===== config.mk =====
export PLATFORM = sky130hd
export DESIGN_NAME = i2c_to_spi
export DESIGN_NICKNAME = d
export VERILOG_FILES = /design/src/rtl/i2c_to_spi.sv
export SDC_FILE = /design/constraint.sdc
export NUM_CORES = 1
export LEC_CHECK = 0
export BUFFER_PORTS_ARGS = -buffer_cell sky130_fd_sc_hd__buf_4
export CAP_MARGIN = 20
export CORE_MARGIN = 1.5
export CORE_UTILIZATION = 35
export DETAILED_ROUTE_END_ITERATION = 8
export PLACE_DENSITY = 0.59
export SETUP_SLACK_MARGIN = 0.05
export SYNTH_ARGS = -nofsm -noshare
export SYNTH_HDL_FRONTEND = slang
export SYNTH_SLANG_ARGS = --single-unit

===== constraint.sdc =====
create_clock -name clk -period 2.05 [get_ports clk]
set_input_delay 0.1025 -clock clk [delete_from_list [all_inputs] [get_ports clk]]
set_output_delay 0.1025 -clock clk [all_outputs]
set_load 0.005 [all_outputs]

===== src/rtl/i2c_to_spi.sv =====
// I2C write-only target that forwards each received data byte to an SPI master (mode 0).
//
// Parameters:
//   SLAVE_ADDR  7-bit I2C address this block ACKs (write direction only)
//   SPI_DIV     clk cycles per SPI SCLK half-period (2..255)
// Ports:
//   clk       system clock, all state on rising edge
//   reset     synchronous active-low reset
//   i2c_scl   I2C clock from the wire (asynchronous)
//   i2c_sda   I2C data from the wire (asynchronous)
//   sda_oe    1 = pull SDA low (ACK)
//   spi_sclk  SPI clock, idle low
//   spi_mosi  SPI data out, MSB first
//   spi_cs_n  SPI chip select, one low pulse per byte
//   busy      holding buffer full or SPI frame in progress
//   ovf       one-clk pulse when a data byte is dropped (NACKed)
module i2c_to_spi #(
  parameter logic [6:0]  SLAVE_ADDR = 7'h50,
  parameter int unsigned SPI_DIV    = 4
) (
  input  logic clk,
  input  logic reset,
  input  logic i2c_scl,
  input  logic i2c_sda,
  output logic sda_oe,
  output logic spi_sclk,
  output logic spi_mosi,
  output logic spi_cs_n,
  output logic busy,
  output logic ovf
);

  localparam logic [2:0] IDLE     = 3'd0;
  localparam logic [2:0] ADDR     = 3'd1;
  localparam logic [2:0] ADDR_ACK = 3'd2;
  localparam logic [2:0] DATA     = 3'd3;
  localparam logic [2:0] DATA_ACK = 3'd4;
  localparam logic [2:0] IGNORE   = 3'd5;

  localparam logic [2:0] S_IDLE  = 3'd0;
  localparam logic [2:0] S_SETUP = 3'd1;
  localparam logic [2:0] S_LOW   = 3'd2;
  localparam logic [2:0] S_HIGH  = 3'd3;
  localparam logic [2:0] S_HOLD  = 3'd4;

  localparam logic [7:0] DIV_LAST = 8'(SPI_DIV - 1);

  // Synchronizers plus one extra stage for edge detection
  logic       scl_s1_q, scl_s2_q, scl_prev_q;
  logic       sda_s1_q, sda_s2_q, sda_prev_q;
  logic       scl_rise, scl_fall, start_det, stop_det;

  logic [2:0] i2c_state_q, i2c_state_d;
  logic [3:0] bit_cnt_q, bit_cnt_d;
  logic [7:0] shift_q, shift_d;
  logic       sda_oe_q, sda_oe_d;
  logic       ovf_q, ovf_d;
  logic       load;

  logic [7:0] buf_q, buf_d;
  logic       buf_valid_q, buf_valid_d;
  logic       copy;

  logic [2:0] spi_state_q, spi_state_d;
  logic [7:0] div_cnt_q, div_cnt_d;
  logic [2:0] spi_bit_q, spi_bit_d;
  logic [7:0] spi_sh_q, spi_sh_d;
  logic       sclk_q, sclk_d;
  logic       cs_n_q, cs_n_d;
  logic       div_end;

  assign scl_rise  = scl_s2_q & ~scl_prev_q;
  assign scl_fall  = ~scl_s2_q & scl_prev_q;
  assign start_det = scl_s2_q & scl_prev_q & sda_prev_q & ~sda_s2_q;
  assign stop_det  = scl_s2_q & scl_prev_q & ~sda_prev_q & sda_s2_q;

  // I2C target FSM
  always_comb begin
    i2c_state_d = i2c_state_q;
    bit_cnt_d   = bit_cnt_q;
    shift_d     = shift_q;
    sda_oe_d    = sda_oe_q;
    ovf_d       = 1'b0;
    load        = 1'b0;
    if (stop_det) begin
      i2c_state_d = IDLE;
      bit_cnt_d   = 4'd0;
      sda_oe_d    = 1'b0;
    end else if (start_det) begin
      i2c_state_d = ADDR;
      bit_cnt_d   = 4'd0;
      sda_oe_d    = 1'b0;
    end else begin
      case (i2c_state_q)
        ADDR, DATA: begin
          if (scl_rise && bit_cnt_q != 4'd8) begin
            shift_d   = {shift_q[6:0], sda_s2_q};
            bit_cnt_d = bit_cnt_q + 4'd1;
          end else if (scl_fall && bit_cnt_q == 4'd8) begin
            bit_cnt_d = 4'd0;
            if (i2c_state_q == ADDR) begin
              if (shift_q == {SLAVE_ADDR, 1'b0}) begin
                i2c_state_d = ADDR_ACK;
                sda_oe_d    = 1'b1;
              end else begin
                i2c_state_d = IGNORE;
                sda_oe_d    = 1'b0;
              end
            end else if (!buf_valid_q) begin
              load        = 1'b1;
              sda_oe_d    = 1'b1;
              i2c_state_d = DATA_ACK;
            end else begin
              // Buffer still full: drop the byte and leave SDA released (NACK)
              ovf_d    = 1'b1;
              sda_oe_d = 1'b0;
            end
          end
        end
        ADDR_ACK, DATA_ACK: begin
          if (scl_fall) begin
            sda_oe_d    = 1'b0;
            bit_cnt_d   = 4'd0;
            i2c_state_d = DATA;
          end
        end
        default: sda_oe_d = 1'b0;
      endcase
    end
  end

  // Load needs valid=0 and copy needs valid=1, so the two never coincide
  always_comb begin
    buf_valid_d = load | (buf_valid_q & ~copy);
    buf_d       = load ? shift_q : buf_q;
  end

  // SPI master FSM: SETUP, 8 x (LOW, HIGH), HOLD, each SPI_DIV clks
  assign div_end = (div_cnt_q == DIV_LAST);

  always_comb begin
    spi_state_d = spi_state_q;
    div_cnt_d   = div_cnt_q;
    spi_bit_d   = spi_bit_q;
    spi_sh_d    = spi_sh_q;
    sclk_d      = sclk_q;
    cs_n_d      = cs_n_q;
    copy        = 1'b0;
    case (spi_state_q)
      S_IDLE: begin
        sclk_d = 1'b0;
        cs_n_d = 1'b1;
        if (buf_valid_q) begin
          copy        = 1'b1;
          spi_sh_d    = buf_q;
          cs_n_d      = 1'b0;
          div_cnt_d   = 8'd0;
          spi_bit_d   = 3'd0;
          spi_state_d = S_SETUP;
        end
      end
      S_SETUP: begin
        if (div_end) begin
          div_cnt_d   = 8'd0;
          spi_state_d = S_LOW;
        end else begin
          div_cnt_d = div_cnt_q + 8'd1;
        end
      end
      S_LOW: begin
        if (div_end) begin
          div_cnt_d   = 8'd0;
          sclk_d      = 1'b1;
          spi_state_d = S_HIGH;
        end else begin
          div_cnt_d = div_cnt_q + 8'd1;
        end
      end
      S_HIGH: begin
        if (div_end) begin
          div_cnt_d = 8'd0;
          sclk_d    = 1'b0;
          if (spi_bit_q == 3'd7) begin
            spi_state_d = S_HOLD;
          end else begin
            // MOSI only moves on the falling SCLK edge
            spi_bit_d   = spi_bit_q + 3'd1;
            spi_sh_d    = {spi_sh_q[6:0], 1'b0};
            spi_state_d = S_LOW;
          end
        end else begin
          div_cnt_d = div_cnt_q + 8'd1;
        end
      end
      S_HOLD: begin
        if (div_end) begin
          div_cnt_d   = 8'd0;
          cs_n_d      = 1'b1;
          spi_state_d = S_IDLE;
        end else begin
          div_cnt_d = div_cnt_q + 8'd1;
        end
      end
      default: spi_state_d = S_IDLE;
    endcase
  end

  always_ff @(posedge clk) begin
    if (!reset) begin
      // Synchronizers reset to the idle bus level so release creates no false edges
      scl_s1_q    <= 1'b1;
      scl_s2_q    <= 1'b1;
      scl_prev_q  <= 1'b1;
      sda_s1_q    <= 1'b1;
      sda_s2_q    <= 1'b1;
      sda_prev_q  <= 1'b1;
      i2c_state_q <= IDLE;
      bit_cnt_q   <= 4'd0;
      shift_q     <= 8'd0;
      sda_oe_q    <= 1'b0;
      ovf_q       <= 1'b0;
      buf_q       <= 8'd0;
      buf_valid_q <= 1'b0;
      spi_state_q <= S_IDLE;
      div_cnt_q   <= 8'd0;
      spi_bit_q   <= 3'd0;
      spi_sh_q    <= 8'd0;
      sclk_q      <= 1'b0;
      cs_n_q      <= 1'b1;
    end else begin
      scl_s1_q    <= i2c_scl;
      scl_s2_q    <= scl_s1_q;
      scl_prev_q  <= scl_s2_q;
      sda_s1_q    <= i2c_sda;
      sda_s2_q    <= sda_s1_q;
      sda_prev_q  <= sda_s2_q;
      i2c_state_q <= i2c_state_d;
      bit_cnt_q   <= bit_cnt_d;
      shift_q     <= shift_d;
      sda_oe_q    <= sda_oe_d;
      ovf_q       <= ovf_d;
      buf_q       <= buf_d;
      buf_valid_q <= buf_valid_d;
      spi_state_q <= spi_state_d;
      div_cnt_q   <= div_cnt_d;
      spi_bit_q   <= spi_bit_d;
      spi_sh_q    <= spi_sh_d;
      sclk_q      <= sclk_d;
      cs_n_q      <= cs_n_d;
    end
  end

  assign sda_oe   = sda_oe_q;
  assign ovf      = ovf_q;
  assign spi_sclk = sclk_q;
  assign spi_mosi = spi_sh_q[7];
  assign spi_cs_n = cs_n_q;
  assign busy     = buf_valid_q | (spi_state_q != S_IDLE);

endmodule


==> results of run 1 <==
==> synthesized netlist by cell type (3+ instances only) <==
master | number | area share, %
a21boi_0 | 14 | 3.9
xnor2_1 | 6 | 1.9
ha_1 | 5 | 2.3
nor3_1 | 4 | 0.74
o21ai_0 | 6 | 1.1
nor3b_1 | 3 | 0.83
a211oi_1 | 4 | 1.1
nand3_1 | 23 | 4.2
nand2b_1 | 14 | 3.2
o211a_1 | 7 | 2.6
dfxtp_1 | 56 | 41
nor4_1 | 3 | 0.69
nor2_1 | 24 | 3.3
nor2b_1 | 14 | 3.2
buf_2 | 4 | 0.74
a21oi_1 | 12 | 2.2
nand2_1 | 43 | 6.0
clkbuf_1 | 7 | 0.97
nand3b_1 | 3 | 0.83
nand4_1 | 3 | 0.69
mux2i_1 | 11 | 4.1
and2b_1 | 3 | 0.83
==> worst max-delay path, delay by kind of cell (launching register included) <==
kind                       cells  cell delay, ns
AOI/OAI and AO/OA              1            0.13
adders and majority gates      1            0.23
buffers and inverters          1            0.06
DFF                            1            0.40
and+or+nand+nor                4            0.95
==> layer usage <==
metal / wire, um / global-route usage, % / vias up / share of wire (%)
met2: 2262 / 20.21 / 22 / 44
met5: 0 / 0 / - / 0
li1: - / - / 1086 / -
met4: 28 / 3.516 / 0 / 0.54
met3: 145 / 2.764 / 2 / 2.8
met1: 2710 / 17.61 / 965 / 53
==> metrics by stage <==
stage               power [mW]  setup slack (ns)  cells  area [um2]  utilization, %
floorplan                1.163            0.3408    306        2713               -
global placement         1.178            0.2491    405        2874           39.00
detailed placement       1.178            0.2041    405        2874           39.00
CTS                      1.805            0.1691    415        2988           40.54
global route             1.854           0.04712    417        3009           40.83
finish                   1.776            0.2074    417        3009           40.83
==> cells by family after synthesis <==
logic type / synth area share [%]
and+or+nand+nor: 31.92
AOI/OAI and AO/OA: 14.76
adders and majority gates: 2.306
muxes: 4.059
xor gates and xnor gates: 2.583
buffers and inverters: 3.045
DFF: 41.33
==> power by group <==
group          internal [mW]  leakage [nW]  switching [mW]  total (mW)
Combinational         0.0252         0.618          0.0313      0.0565
Sequential              1.09         0.452         0.00609        1.10
Clock                  0.276        0.0445           0.345       0.621
==> state kept, by name (all words and copies together), names as in the netlist, 3 cells and up <==
register     cells
spi_state_q      3
div_cnt_q        8
buf_q            8
bit_cnt_q        4
spi_bit_q        3
spi_sh_q         8
i2c_state_q      3
shift_q          8
==> repair_timing <==
item | CTS | global route
buffers inserted | 0 | 2
setup endpoints to repair | 0 | 6
resized for setup | 0 | 2
hold buffers | 2 | 0
hold endpoints to repair | 2 | 0
==> layout make-up <==
class	instances	area [um2]
Clock inverter	1	7.507
Inverter	2	7.507
Timing Repair Buffer	19	151.4
Tap cell	99	123.9
Clock buffer	7	86.33
Sequential cell	56	1121
Multi-Input combinational cell	233	1511
Fill cell	758	4360
==> final timing paths <==
kind | cells after the start | end | slack (ns)
max | 7 | bit_cnt_q[3] | 0.21
min | 2 | spi_cs_n | 0.15
max reg2reg | 7 | bit_cnt_q[3] | 0.21
min reg2reg | 1 | sda_s2_q | 0.44
==> impl_summary.txt, run 1 <==
----------------------------------------------------
[Run status]
  Outcome ... finished, final reports clean

[STA]
  Hold Fails Final Rpt ... 0
  Worst-case clock skew ... roughly 0.012 ns
  Max-slew headroom at the worst pin ... a little under three fifths
  Transition time at the pin with the least slew margin ... ~0.64 ns
  Final Max Slew Viols ... 0
  Final critical-path share of the clock period ... between 80 and 90%
  FMAX ... between 500 and 600 MHz
  Setup repair after global routing missed its margin ... no
  Minimum hold slack ... ~0.15 ns
  Final TNS setup ... 0 ns
  Period minus WS final ... roughly 1.8 ns
  Final setup violation count ... 0

[Hold path]
  Type of the worst min-delay path ... input pin to register
  Source of the worst hold timing path ... reset

[Yosys]
  Nets in the synthesized netlist ... between 300 and 400
  Number of warnings reported in the yosys synthesis log ... 0
  Share of synthesized area occupied by flip-flops and latches ... between 40% and 50%
  EDFF count, synth ... 0
  Fraction of registers with async set/reset ... 0%
  Post-Synthesis Cells ... just over 300
  Netlist area before placement ... about 2700 um2
  Number of distinct standard cells referenced by the synthesized netlist ... 52
  Mapped Avg Cell Area ... 8.865 um2
  Synthesis-stage register bit count ... 56
  Most used flip-flop cell after synthesis ... dfxtp_1

[Floorplan]
  Placeable core region ... between 7000 and 8000 um2
  Die Area ... between 8000 and 9000 um2
  Initial cell density of the core ... a little under two fifths
  Floorplan die width ... 91.04 um
  Count of standard-cell rows ... 31
  Number of top-level design ports ... 10
  Overall die height ... slightly above 90 um

[Clock network]
  H-tree depth ... 2
  Clock root cell ... clkbuf_8
  Clk_lat worst skew ... roughly 0.30 ns
  CTS buffer count ... 5
  # clock sinks ... 56
  Buffer levels on the longest clock path ... 2
  TritonCTS clock tree ... done
  Clock-pin slew on the worst setup and hold paths ... 0.10 ns

[Cells and area]
  Number of antenna cells inserted ... 0
  Final net count ... 326
  Area added between synthesis and finish ... 10.93%
  Commonest cells after routing, fill and taps aside ... dfxtp_1, nand2_1, nor2_1
  Most common cell after layout, fill and taps aside ... dfxtp_1
  Share of post-route cells with drive strength above 1 ... about an eighth

[Global route]
  Initial antenna violation count ... 0
  Maximum number of pins on one net before global-route repair ... 43
  Global routing usage summed across all routing layers ... approximately 13%
  Via count of the first global-routing pass ... approximately 2,000
  Aggregate global routing overflow ... 0
  Global-route wire length before repair ... just under 9 mm

[Run]
  Count of maximum capacitance violations ... 0

[Critical path]
  Critical Path Source Type ... register
  Maximum cell stage delay along the critical path ... 0.51 ns
  Critical path origin ... bit_cnt_q[0]
  Cell-by-cell trace of the critical path ... inv_1 -> ha_1 -> nand3b_4 -> and3_1 -> nor4b_4 -> or4_1 -> a21oi_1
  Endpoint type of the worst setup path ... register
  Data arrival at the endpoint of the critical path ... between 2 and 2.5 ns
  Worst-path cell with the longest stage delay ... or4_1
  Launching point of the worst reg2reg path ... bit_cnt_q[0]
  CP Data Required Time ... 2.28 ns
  Critical path peak fanout ... 8
  Critical path class ... register to register

[Route]
  Drt pass-1 iters ... 4
  Iteration-0 DRC count of the detailed router ... around 100
  Routed wire length ... between 5 and 6 mm
  Total number of vias ... a little over 2,000
  Residual DRC count ... 0
  Routed len/inst ... about 12 um
  Via-per-instance ratio ... between 4 and 5
  DRT antenna net count ... 0

[Place]
  Total half-perimeter wirelength after legalization and detailed placement ... 3.488 mm
  Gpl congestion ... between 0.8 and 0.9
  Port Buffers ... 9

[Power]
  Peak VDD IR ... around 370 uV
  Pwr per Cell Area ... around 590 nW/um2
  Leakage power figure ... 1.115 nW

----------------------------------------------------
Note: power is estimated with default switching activity, not from simulation.
==> run 2, diff against run 1 <==
Clock period 2.05 ns to 1.81 ns, I/O delays scaled along.
==> run 2 against run 1 <==
Cell count grew 3.8%. Power increased by 9.3%. Combinational power up 33%. Setup slack got worse by 0.081 ns.
==> impl_summary.txt, run 2 (same netlist as run 1, synthesis figures left out) <==
----------------------------------------------------
[Critical path]
  Cell-by-cell trace of the critical path ... inv_2 -> ha_4 -> nand3b_4 -> or3_4 -> nor2_8 -> buf_6 -> mux2i_1 -> nor2b_1
  R2r setup slk ... 0.13 ns (-0.08 ns)
  Endpoint type of the worst setup path ... register
  Critical path class ... register to register
  Critical Path Source Type ... register
  CP Data Required Time ... 2.01 ns (-0.27 ns)
  Critical path buffers and inverters ... 2 (+1)
  Maximum cell stage delay along the critical path ... 0.39 ns (-0.12 ns)
  Critical path peak fanout ... 8 (unchanged)
  Data arrival at the endpoint of the critical path ... 1.89 ns (-0.18 ns)
  Worst-path cell with the longest stage delay ... or3_4
  Worst reg2reg path depth ... 8 (+1)
  Reg-to-reg critical path endpoint ... buf_q[0]
  Cell family contributing the most delay on the critical path ... simple AND/OR/NAND/NOR gates
  Launching point of the worst reg2reg path ... bit_cnt_q[1]

[Global route]
  Global-route wire length before repair ... 9.170 mm (+3.0%)
  Maximum number of pins on one net before global-route repair ... 26 (-40%)
  Global routing usage summed across all routing layers ... 13.52% (+0.69 points)
  Grt met2 use ... 21.27% (+1.1 points)
  Routing usage on met3 ... 2.764% (unchanged)
  Via count of the first global-routing pass ... 2,023 (+2.6%)
  Global-route met1 utilization ... 18.15% (+0.54 points)
  Initial antenna violation count ... 0 (unchanged)
  Aggregate global routing overflow ... 0 (unchanged)
  Routing layer with the top usage in global route ... met2

[Hold path]
  Type of the worst min-delay path ... input pin to register
  Hold Crit Depth ... 2 (unchanged)
  Hold EP ... spi_cs_n
  Source of the worst hold timing path ... reset

[STA]
  Minimum hold slack ... 0.08800 ns (-0.06477 ns)
  FMAX ... 594.1 MHz (+9.5%)
  Hold Fails Final Rpt ... 0 (unchanged)
  Transition time at the pin with the least slew margin ... 0.4286 ns (-0.2138 ns)
  Final critical-path share of the clock period ... 93.00% (+3.1 points)
  Setup repair after global routing missed its margin ... yes
  Period minus WS final ... 1.683 ns (-0.1593 ns)
  Final setup violation count ... 0 (unchanged)
  Worst-case clock skew ... 0.009356 ns (-0.002965 ns)
  Max-slew headroom at the worst pin ... 71.02% (+14 points)
  Final Max Slew Viols ... 0 (unchanged)
  Final TNS setup ... 0 ns (unchanged)

[Floorplan]
  Die Area ... 8287 um2 (unchanged)
  Number of top-level design ports ... 10 (unchanged)
  Floorplan die width ... 91.04 um (unchanged)
  Placeable core region ... 7370 um2 (unchanged)
  Initial cell density of the core ... 36.81% (unchanged)
  Overall die height ... 91.04 um (unchanged)
  Count of standard-cell rows ... 31 (unchanged)

[Clock network]
  H-tree depth ... 2 (unchanged)
  TritonCTS clock tree ... done
  # clock sinks ... 56 (unchanged)
  CTS buffer count ... 5 (unchanged)
  Clk_lat worst skew ... 0.31 ns (about the same)
  Buffer levels on the longest clock path ... 2 (unchanged)
  Clock root cell ... clkbuf_8
  Clock-pin slew on the worst setup and hold paths ... 0.09 ns (about the same)

[Route]
  Total number of vias ... 2,139 (+3.1%)
  Via-per-instance ratio ... 4.940 (-0.72%)
  Routed len/inst ... 12.37 um (+0.22%)
  Drt pass-1 iters ... 4 (unchanged)
  Residual DRC count ... 0 (unchanged)
  DRT antenna net count ... 0 (unchanged)
  Iteration-0 DRC count of the detailed router ... 102 (-1.9%)
  Routed wire length ... 5.355 mm (+4.1%)

[Cells and area]
  Final net count ... 345 (+5.8%)
  Area added between synthesis and finish ... 17.34%
  Share of post-route cells with drive strength above 1 ... 18.86% (+6.6 points)
  Number of antenna cells inserted ... 0 (unchanged)
  Non-filler cells, final ... 433 (+3.8%)
  Commonest cells after routing, fill and taps aside ... dfxtp_1, nand2_1, buf_4
  Most common cell after layout, fill and taps aside ... dfxtp_1
  Utilization of the core after routing ... 43.19% (+2.4 points)

[Place]
  Total half-perimeter wirelength after legalization and detailed placement ... 3.726 mm (+6.8%)
  Inst Count DP ... 420 (+3.7%)
  Port Buffers ... 9 (unchanged)
  Gpl congestion ... 0.8348 (+2.6%)

[Power]
  Pwr per Cell Area ... 609.8 nW/um2 (+3.3%)
  Leakage power figure ... 1.232 nW (+11%)
  Peak VDD IR ... 301.2 uV (-18%)

[Run]
  Count of maximum capacitance violations ... 0 (unchanged)

[Run status]
  Outcome ... finished, final reports clean

----------------------------------------------------
[run 2: cell types whose count changed in the layout (fill, tap and decap cells not counted), moves of 2 or more]
cell      delta
inv_2        +2
inv_1        -2
dfxtp_1      -4
a21boi_0     -2
a21boi_1     +2
buf_4       +17
dfxtp_2      +4
buf_12       +2
[run 2: how the worst max path moves through the flow]
| stage | start | end | depth (start not counted) |
|---|---|---|---|
| after floorplan | div_cnt_q[0] | spi_sh_q[5] | 7 |
| after global placement | div_cnt_q[0] | spi_bit_q[2] | 7 |
| after detailed placement | div_cnt_q[0] | spi_sh_q[0] | 7 |
| after CTS | div_cnt_q[0] | spi_sh_q[0] | 7 |
| after global routing | i2c_state_q[0] | bit_cnt_q[3] | 6 |
| final | bit_cnt_q[1] | buf_q[0] | 8 |
[run 2: power by group]
group	total, mW	internal [mW]	switching, mW
Combinational	0.0750	0.0354	0.0396
Clock	0.623	0.251	0.372
Sequential	1.24	1.24	0.00583
[run 2: layout make-up]
type | instances | area [um2]
sequential | 56 | 1126
clock buffer | 5 | 68.82
tap | 99 | 123.9
timing repair buffer | 38 | 319.1
inverter | 2 | 7.507
fill | 753 | 4187
multi-input combinational | 233 | 1538
[run 2: repair_timing]
action                     4_1_cts  5_1_grt
resized for setup                0       15
setup endpoints to repair        3       26
hold buffers                     2        0
cloned                           0        0
pin swaps                        0        5
buffers inserted                 2        4
hold endpoints to repair         2        0
[run 2: per-layer routing]
| metal | part of all wire, % | vias to the layer above |
|---|---|---|
| met2 | 45 | 13 |
| met3 | 2.1 | 6 |
| li1 | - | 1125 |
| met5 | 0 | - |
| met1 | 52 | 995 |
| met4 | 1.4 | 0 |
[run 2: per-stage QoR]
| step | worst slack [ns] | power (mW) | instance area, um2 |
|---|---|---|---|
| 2_1_floorplan | 0.1008 | 1.317 | 2713 |
| 3_3_place_gp | 0.1094 | 1.343 | 2999 |
| 3_5_place_dp | 0.05473 | 1.342 | 2999 |
| 4_1_cts | 0.05413 | 1.972 | 3103 |
| 5_1_grt | 0.01976 | 2.027 | 3183 |
| 6_report | 0.1266 | 1.941 | 3183 |
